==> src/rtl/lsm_sequencer_pkg.sv <==
// Shared definitions for the load/store-multiple sequencer: sizes, state
// encoding and the mask-bit to register-index mapping.
package lsm_sequencer_pkg;

    localparam int NREG = 8;
    localparam int RA_W = 3;
    localparam int AW   = 16;

    localparam logic [NREG-1:0] MASK_ONE = {{(NREG-1){1'b0}}, 1'b1};
    localparam logic [AW-1:0]   ADDR_INC = {{(AW-1){1'b0}}, 1'b1};

    typedef enum logic [1:0] {
        ST_IDLE = 2'd0,
        ST_RUN  = 2'd1,
        ST_DONE = 2'd2
    } state_e;

    // Mask bit [NREG-1] is R0, bit [0] is R(NREG-1)
    function automatic logic [RA_W-1:0] bit_to_reg(input logic [RA_W-1:0] bit_pos);
        return RA_W'(NREG - 1) - bit_pos;
    endfunction

endpackage

==> src/rtl/lsm_sequencer_if.sv <==
// Handshake bundle between decode/execute, the sequencer and the memory stage.
interface lsm_sequencer_if;
    import lsm_sequencer_pkg::*;

    logic            start;
    logic            is_load;
    logic [NREG-1:0] reg_list;
    logic [AW-1:0]   base_addr;
    logic            mem_ready;
    logic            busy;
    logic            stall_req;
    logic [RA_W-1:0] reg_addr;
    logic [NREG-1:0] reg_sel;
    logic            reg_we;
    logic [AW-1:0]   mem_addr;
    logic            mem_rd;
    logic            mem_wr;
    logic            done;

    modport master (
        output start, is_load, reg_list, base_addr, mem_ready,
        input  busy, stall_req, reg_addr, reg_sel, reg_we,
               mem_addr, mem_rd, mem_wr, done
    );

    modport slave (
        input  start, is_load, reg_list, base_addr, mem_ready,
        output busy, stall_req, reg_addr, reg_sel, reg_we,
               mem_addr, mem_rd, mem_wr, done
    );

endinterface

==> src/rtl/lsm_sequencer_pick.sv <==
// Fixed-order register picker: selects the highest set mask bit (lowest
// register number) and returns the mask with that bit cleared.
module lsm_pick
    import lsm_sequencer_pkg::*;
(
    input  logic [NREG-1:0] i_mask,
    output logic [RA_W-1:0] o_idx,
    output logic            o_valid,
    output logic [NREG-1:0] o_next_mask
);

    logic [RA_W-1:0] w_bit;

    // Scan upward so the highest set bit is the one left standing
    always_comb begin
        w_bit = {RA_W{1'b0}};
        for (int i = 0; i < NREG; i++) begin
            w_bit = i_mask[i] ? RA_W'(i) : w_bit;
        end
    end

    assign o_valid     = |i_mask;
    assign o_idx       = bit_to_reg(w_bit);
    assign o_next_mask = i_mask & ~(MASK_ONE << w_bit);

endmodule

==> src/rtl/lsm_sequencer.sv <==
// Load/store-multiple sequencer: walks a latched register mask one transfer
// per accepted memory cycle and stalls upstream until the list is exhausted.
module lsm_sequencer
    import lsm_sequencer_pkg::*;
(
    input  logic           clk,
    input  logic           reset,
    lsm_sequencer_if.slave bus
);

    state_e          r_state;
    state_e          w_state_next;
    logic [NREG-1:0] r_mask;
    logic [AW-1:0]   r_addr;
    logic            r_is_load;

    logic [RA_W-1:0] w_idx;
    logic            w_valid;
    logic [NREG-1:0] w_next_mask;
    logic            w_run;

    lsm_pick u_pick (
        .i_mask      (r_mask),
        .o_idx       (w_idx),
        .o_valid     (w_valid),
        .o_next_mask (w_next_mask)
    );

    assign w_run = (r_state == ST_RUN);

    // State register
    always_ff @(posedge clk) begin
        if (reset) begin
            r_state <= ST_IDLE;
        end else begin
            r_state <= w_state_next;
        end
    end

    // Next-state logic; an empty mask in RUN is treated as finished
    always_comb begin
        w_state_next = r_state;
        case (r_state)
            ST_IDLE: begin
                if (bus.start) begin
                    w_state_next = (bus.reg_list != {NREG{1'b0}}) ? ST_RUN : ST_DONE;
                end else begin
                    w_state_next = ST_IDLE;
                end
            end
            ST_RUN: begin
                if (!w_valid) begin
                    w_state_next = ST_DONE;
                end else if (bus.mem_ready && (w_next_mask == {NREG{1'b0}})) begin
                    w_state_next = ST_DONE;
                end else begin
                    w_state_next = ST_RUN;
                end
            end
            ST_DONE: w_state_next = ST_IDLE;
            default: w_state_next = ST_IDLE;
        endcase
    end

    // Mask, address and mode registers; inputs are sampled only in IDLE
    always_ff @(posedge clk) begin
        if (reset) begin
            r_mask    <= {NREG{1'b0}};
            r_addr    <= {AW{1'b0}};
            r_is_load <= 1'b0;
        end else begin
            case (r_state)
                ST_IDLE: begin
                    if (bus.start) begin
                        r_mask    <= bus.reg_list;
                        r_addr    <= bus.base_addr;
                        r_is_load <= bus.is_load;
                    end
                end
                ST_RUN: begin
                    if (bus.mem_ready) begin
                        r_mask <= w_next_mask;
                        r_addr <= r_addr + ADDR_INC;
                    end
                end
                default: begin
                    r_mask <= r_mask;
                end
            endcase
        end
    end

    // Output decode; every strobe and index is forced low outside RUN
    always_comb begin
        bus.busy      = 1'b0;
        bus.stall_req = 1'b0;
        bus.reg_addr  = {RA_W{1'b0}};
        bus.reg_sel   = {NREG{1'b0}};
        bus.reg_we    = 1'b0;
        bus.mem_addr  = {AW{1'b0}};
        bus.mem_rd    = 1'b0;
        bus.mem_wr    = 1'b0;
        bus.done      = 1'b0;
        case (r_state)
            ST_RUN: begin
                bus.busy      = 1'b1;
                bus.stall_req = 1'b1;
                bus.reg_addr  = w_idx;
                bus.reg_sel   = MASK_ONE << w_idx;
                bus.reg_we    = r_is_load & bus.mem_ready;
                bus.mem_addr  = r_addr;
                bus.mem_rd    = r_is_load;
                bus.mem_wr    = ~r_is_load;
            end
            ST_DONE: begin
                bus.busy      = 1'b1;
                bus.stall_req = 1'b1;
                bus.done      = 1'b1;
            end
            default: begin
                bus.busy      = 1'b0;
            end
        endcase
    end

endmodule

==> src/flat_wrapper.sv <==
// flat-port wrapper written by rule: the top's interface ports become plain ports
module lsm_sequencer_flat import lsm_sequencer_pkg::*;
  (clk, reset, bus_start, bus_is_load, bus_reg_list, bus_base_addr, bus_mem_ready, bus_busy, bus_stall_req, bus_reg_addr, bus_reg_sel, bus_reg_we, bus_mem_addr, bus_mem_rd, bus_mem_wr, bus_done);
  lsm_sequencer_if bus_i ();
  input  logic clk;
  input  logic reset;
  input wire logic [$bits(bus_i.start)-1:0] bus_start;
  input wire logic [$bits(bus_i.is_load)-1:0] bus_is_load;
  input wire logic [$bits(bus_i.reg_list)-1:0] bus_reg_list;
  input wire logic [$bits(bus_i.base_addr)-1:0] bus_base_addr;
  input wire logic [$bits(bus_i.mem_ready)-1:0] bus_mem_ready;
  output wire logic [$bits(bus_i.busy)-1:0] bus_busy;
  output wire logic [$bits(bus_i.stall_req)-1:0] bus_stall_req;
  output wire logic [$bits(bus_i.reg_addr)-1:0] bus_reg_addr;
  output wire logic [$bits(bus_i.reg_sel)-1:0] bus_reg_sel;
  output wire logic [$bits(bus_i.reg_we)-1:0] bus_reg_we;
  output wire logic [$bits(bus_i.mem_addr)-1:0] bus_mem_addr;
  output wire logic [$bits(bus_i.mem_rd)-1:0] bus_mem_rd;
  output wire logic [$bits(bus_i.mem_wr)-1:0] bus_mem_wr;
  output wire logic [$bits(bus_i.done)-1:0] bus_done;
  assign bus_i.start = bus_start;
  assign bus_i.is_load = bus_is_load;
  assign bus_i.reg_list = bus_reg_list;
  assign bus_i.base_addr = bus_base_addr;
  assign bus_i.mem_ready = bus_mem_ready;
  assign bus_busy = bus_i.busy;
  assign bus_stall_req = bus_i.stall_req;
  assign bus_reg_addr = bus_i.reg_addr;
  assign bus_reg_sel = bus_i.reg_sel;
  assign bus_reg_we = bus_i.reg_we;
  assign bus_mem_addr = bus_i.mem_addr;
  assign bus_mem_rd = bus_i.mem_rd;
  assign bus_mem_wr = bus_i.mem_wr;
  assign bus_done = bus_i.done;
  lsm_sequencer u_core (.clk(clk), .reset(reset), .bus(bus_i));
endmodule
==> config.mk <==
export PLATFORM = sky130hd
export DESIGN_NAME = lsm_sequencer_flat
export DESIGN_NICKNAME = d
export VERILOG_FILES = /design/src/rtl/lsm_sequencer_pkg.sv /design/src/rtl/lsm_sequencer_if.sv /design/src/rtl/lsm_sequencer_pick.sv /design/src/rtl/lsm_sequencer.sv /design/src/flat_wrapper.sv
export SDC_FILE = /design/constraint.sdc
export NUM_CORES = 1
export LEC_CHECK = 0
export ABC_AREA = 1
export CAP_MARGIN = 20
export CELL_PAD_IN_SITES_DETAIL_PLACEMENT = 0
export CELL_PAD_IN_SITES_GLOBAL_PLACEMENT = 1
export CORE_MARGIN = 3
export CORE_UTILIZATION = 28
export DETAILED_ROUTE_END_ITERATION = 8
export PLACE_DENSITY = 0.8
export SLEW_MARGIN = 5
export SYNTH_ARGS = -nofsm -noshare
export SYNTH_HDL_FRONTEND = slang
export SYNTH_SLANG_ARGS = --single-unit
==> constraint.sdc <==
create_clock -name clk -period 1.6 [get_ports clk]
set_input_delay 0.16 -clock clk [delete_from_list [all_inputs] [get_ports clk]]
set_output_delay 0.16 -clock clk [all_outputs]
set_load 0.005 [all_outputs]
==> Word level (Yosys, flattened, before mapping) <==
Cells that the tools add are included.
{ "word_totals": {"wordCells": 51, "latch_bits": 0, "reg_bits": 27, "ram_bits": 0, "mem_count": 0, "out_inout_bits": 33, "input_bits": 29, "mem_bits_ro": 0} }
{ "classes": {"shifts": 2, "magnitude_cmp": 0, "mux": 26, "n_bitwise": 4, "add_sub_neg": 2, "reduce_logical": 9, "mul": 0, "n_eq_ne": 4, "n_div": 0} }
{ "ops": {"columns": ["op", "count"], "rows": [
  ["$mux 16", 3],
  ["$pmux 16 s2", 1],
  ["$mux 8", 3],
  ["$add 16x1->16 const B", 1],
  ["$pmux 8 s2", 1],
  ["$shl 1x3->8 const A", 2],
  ["$mux 3", 5],
  ["$mux 2", 6],
  ["$and 8x8->8", 1],
  ["$logic_not 8->1", 1],
  ["$not 8->8", 1],
  ["$reduce_bool 8->1", 1],
  ["$reduce_or 8->1", 1],
  ["$mux 1", 6],
  ["$ne 2x2->1 const B", 2],
  ["$pmux 2 s2", 1],
  ["$reduce_and 3->1", 1],
  ["$sub 3x3->3 const A", 1],
  ["$eq 2x1->1 const B", 1],
  ["$eq 2x2->1 const B", 1],
  ["$logic_not 2->1", 1],
  ["$reduce_and 2->1", 1],
  ["$reduce_bool 2->1", 1],
  ["$reduce_or 2->1", 1],
  ["3 further kinds", 3]
]} }

==> Longest topological paths before layout <==
{ "depth": {"depth_word": 15, "mapped_depth": 15, "mapped_depth_nobuf": 15} }

==> Cells and area by module <==
From an unflattened synthesis, not the netlist that was laid out.
{ "unflattened": {"cells_unflattened": 397, "area_unflattened_um2": 2203.4} }
{ "by_module_without_submodules": {"columns": ["module", "cells_each", "seq_area_each_um2", "n_inst", "area_per_inst_um2"], "rows": [
  ["lsm_sequencer", 359, 540.5, 1, 2015.7],
  ["lsm_pick", 38, 0.0, 1, 187.7]
]} }

==> Worst setup path after synthesis <==
Ideal clock, no wire load.
{ "synth_timing": {"path_type": "reg-to-output", "from": "reg u_core.r_state[1]", "to": "out bus_reg_addr[0]", "t_required_ns": 1.440, "arrival_time_ns": 1.431, "slack_ns": 0.009, "path_stages_with_launch": 8, "path_buffers": 3, "cell_sequence": "dfxtp_1 inv_1 ha_1 buf_4 inv_2 clkbuf_1 clkbuf_1 nor2_1"} }
{ "synth_via": {"elab_chain_cells": 2} }
{ "synth_rtl": {"columns": ["element", "line_no", "text"], "rows": [
  ["from (decl)", "lsm_sequencer.sv:11", "state_e r_state;"],
  ["from (signal assigned)", "lsm_sequencer.sv:36", "r_state <= w_state_next;"],
  ["$eq 2x1->1", null, null],
  ["$mux 3", "lsm_sequencer.sv:104", "case (r_state)"],
  ["to (decl)", "flat_wrapper.sv:14", "output wire logic [$bits(bus_i.reg_addr)-1:0] bus_reg_addr;"]
]} }
No other way between the ends.

==> Worst setup path after layout <==
{ "layout_timing": {"from": "reg u_core.r_state[1]", "to": "reg u_core.r_mask[5]"} }
{ "layout_via": {"elab_chain_cells": 3, "elab_cells_between_ends": 7, "classes_between": "3 x eq/ne; 1 x mux; 3 x reduce/logical"} }
{ "layout_rtl": {"columns": ["element", "line_no", "text"], "rows": [
  ["$eq 2x1->1 or $logic_not 2->1 (tied branches)", null, null],
  ["$ne 2x2->1 (no line) or $reduce_bool 2->1 (tied branches)", null, null],
  ["$reduce_and 3->1 (no line)", null, null],
  ["to (signal assigned)", "lsm_sequencer.sv:68", "r_mask <= {NREG{1'b0}};"],
  ["to (signal assigned)", "lsm_sequencer.sv:75", "r_mask <= bus.reg_list;"],
  ["to (signal assigned)", "lsm_sequencer.sv:82", "r_mask <= w_next_mask;"],
  ["to (decl)", "lsm_sequencer.sv:13", "logic [NREG-1:0] r_mask;"]
]} }
Parallel ways exist; a longest one is shown, timed or not.
A chain may end at the register's enable or synchronous reset.

==> flow_summary.ini <==
[finish]
diodes = 0
nets = 449
instances_no_fill = 492
areaGrowthSynthToFinish_pct = 84.2
drive_gt1_share_pct = 52.5
fin_area_um2 = 3480
fillers = 638
utilization_pct = 54.0

[power]
p_leak_nw = 1.72
p_comb_share_pct = 59.0
p_int_mw = 1.95
irDropWorstVdd_uv = 442
p_clk_share_pct = 12.6
p_seq_share_pct = 28.5
p_per_area_nw_per_um2 = 948
p_sw_mw = 1.35
sw_frac_of_total_pct = 41.0
p_total_mw = 3.30

[floorplanning]
std_cell_rows = 29
core_area_um2 = 6460
die-area_um2 = 7780
fp.dieW_um = 88.2
io_pins = 62
die_h_um = 88.2
initial_utilization_pct = 29.3

[timing]
period_share_pct = 105
slew_headroom_pct = 79.9
fmax_mhz = 598
slew_violations = 0
worst_pin_slew_ps = 301
skew_ps = 7.97
period_minus_slack_ps = 1670
final.setup.worst_slack_ps = -73.6
rsz0062_at_grt = yes
finalSetupViolCount = 10
finalHoldViolCount = 0

[drt]
dr.pass1.iters = 4
wl_per_cell_um = 14.0
detail-route-antenna-nets = 0
drc = 0
initialDrtViolationCount = 91
vias = 2372
via_per_inst = 4.82
drt-total-wl_um = 6910

[clock_network]
cts_inserted_buffers = 3
cts_sinks = 27
cts_tree = yes
cts_hold_buf = 0
clockBufferDepth = 2
clk_pin_slew_worst_paths_ps = 110
cts_root_buf = clkbuf_8
clock_latency_ps = 280
h-tree-depth = 1

[setup_path]
crit_path_start_kind = register
end_kind = register
crit_type = register to register
cp.required_ps = 1790
path_cells = inv_2 -> ha_4 -> buf_12 -> inv_8 -> o21ai_4 -> o21ai_4 -> buf_8 -> buf_8 -> a221oi_2
slowest_stage = dfxtp_2
cp_data_arrival_time_ps = 1860
max_stage_delay_ps = 340
critPathMaxFanout = 9

[logic_synthesis]
synth_edf_count = 0
synth.distinct_cells = 35
syn_area_per_cell_um2 = 6.39
syn_nets = 329
synth_flop_cell = dfxtp_1
ys_async_sr_fraction_pct = 0
synthCells = 296
synth-seq-cells = 27
ys_seq_area_share_pct = 28.6
ys_warn_count = 0
syn-cell-area_um2 = 1890

[placement]
dpl_cell_area_um2 = 2930
dpl.hpwl_um = 4480
numPortBuffers = 61
place_ws_ps = -99.8
place.gp.congestion = 0.886
dp_cells = 467

[global_route]
grt_max_degree = 17
grt_usage_pct = 17.6
grt_overflow = 0
antenna_found_initial = 0
grt_pass1_vias = 2360
grt_pass1_wl_um = 10900

[run_status]
violations = negative setup slack
status = finished with violations

[flow_run]
drv_cap = 0

[worst_hold_path]
hold_class = input pin to register
## cell type report
cell class	instances	area (um2)	area share (%)
Clock inverter	1	5.00	0.144
Tap cell	77	96.3	2.76
Timing Repair Buffer	130	1130	32.4
Sequential cell	27	557	16.0
Clock buffer	3	41.3	1.18
Inverter	51	206	5.92
Multi-Input combinational cell	203	1450	41.6
## placed cells by master (no fill, tap or decap), types with 2 or more instances in the layout
master,instances
nand3_2,4
o21ai_2,8
nor2_2,7
clkbuf_2,7
buf_4,52
clkdlybuf4s50_1,29
inv_4,3
nand4_1,5
nand2_4,15
o21ai_0,8
o21ai_1,6
a22oi_2,2
buf_6,6
nand2_2,16
dfxtp_1,16
inv_1,25
nand2_1,34
a31oi_1,5
o21ai_4,2
dlygate4sd2_1,2
a21oi_2,6
nand3_1,7
a211oi_1,2
inv_2,22
buf_8,3
dfxtp_2,10
nor3_1,4
a21oi_4,2
buf_2,23
a221oi_2,4
clkbuf_8,3
buf_12,7
nor2_1,17
o211ai_1,10
nor2_4,3
a21oi_1,22
ha_4,3
## worst max-delay path, delay by kind of cell (launching register included)
family / cells / cell delay [ps]
compound gates: 3 / 530
fa+ha+maj: 1 / 160
buf+inv: 5 / 540
flops: 1 / 340
## flip-flops by register name (all words and copies together) (netlist names)
name	flops
u_core.r_addr	16
u_core.r_state	2
u_core.r_is_load	1
u_core.r_mask	8
## power groups by stage
stage,Clock [mW],Sequential [mW],Combinational [mW]
2_1_floorplan,0,0.885,0.760
3_3_place_gp,0,0.898,1.40
3_5_place_dp,0,0.901,1.42
4_1_cts,0.426,0.916,1.69
5_1_grt,0.457,0.961,2.12
6_report,0.415,0.940,1.95
## per-stage QoR
stage / hold WS, ps / setup TNS, ps
after floorplan: 320 / 0
after global placement: 476 / -444
after detailed placement: 489 / -1320
after CTS: 460 / -255
after global routing: 471 / -1950
final: 463 / -260
## synthesized netlist by cell type (3+ instances only)
cell type	number	area (um2)
a31oi_1	5	31.3
inv_2	11	41.3
nor2_1	24	90.1
o211ai_1	10	75.1
o21ai_0	20	100
nand2_1	58	218
o21ai_1	3	15.0
nand4_1	5	31.3
dfxtp_1	27	541
clkbuf_1	8	30.0
a211oi_1	3	22.5
nand3_1	11	55.1
ha_1	4	50.1
buf_2	4	20.0
inv_1	38	143
nand2_2	5	31.3
a21oi_1	28	140
nor3_1	5	25.0
a221oi_1	4	35.0
## path summary, 6_finish.rpt
kind                            startpoint                       endpoint  slack (ps)  cells past startpoint
max           u_core.r_state[1]$_SDFF_PP0_  u_core.r_mask[5]$_SDFFE_PP0P_         -70                      9
min                       bus_base_addr[4]  u_core.r_addr[4]$_SDFFE_PP0P_         460                      3
max reg2reg   u_core.r_state[1]$_SDFF_PP0_  u_core.r_mask[5]$_SDFFE_PP0P_         -70                      9
min reg2reg  u_core.r_addr[2]$_SDFFE_PP0P_  u_core.r_addr[2]$_SDFFE_PP0P_         490                      2
## logic make-up after synthesis
logic type / Yosys count / synth area share (%)
and+or+nand+nor: 118 / 28.7
AOI/OAI and AO/OA: 81 / 25.7
buffers and inverters: 66 / 14.4
DFF: 27 / 28.6
adders and majority gates: 4 / 2.65
## what timing repair did
| item | 4_1_cts | 5_1_grt |
|---|---|---|
| gates resized for setup | 170 | 90 |
| setup buffers | 13 | 8 |
| setup endpoints to repair | 56 | 52 |
| pin swaps | 13 | 22 |
| cloned | 3 | 0 |
## layer usage
metal,vias up,share of wire (%),wire length (um),track usage (%)
li1,1225,-,-,-
met1,1089,45,3130,22.7
met2,54,49,3370,30.5
met3,4,5.2,357,2.26
met4,0,0.77,53,4.95
met5,-,0,0,0
No activity file was read; power rests on OpenSTA's default activity.
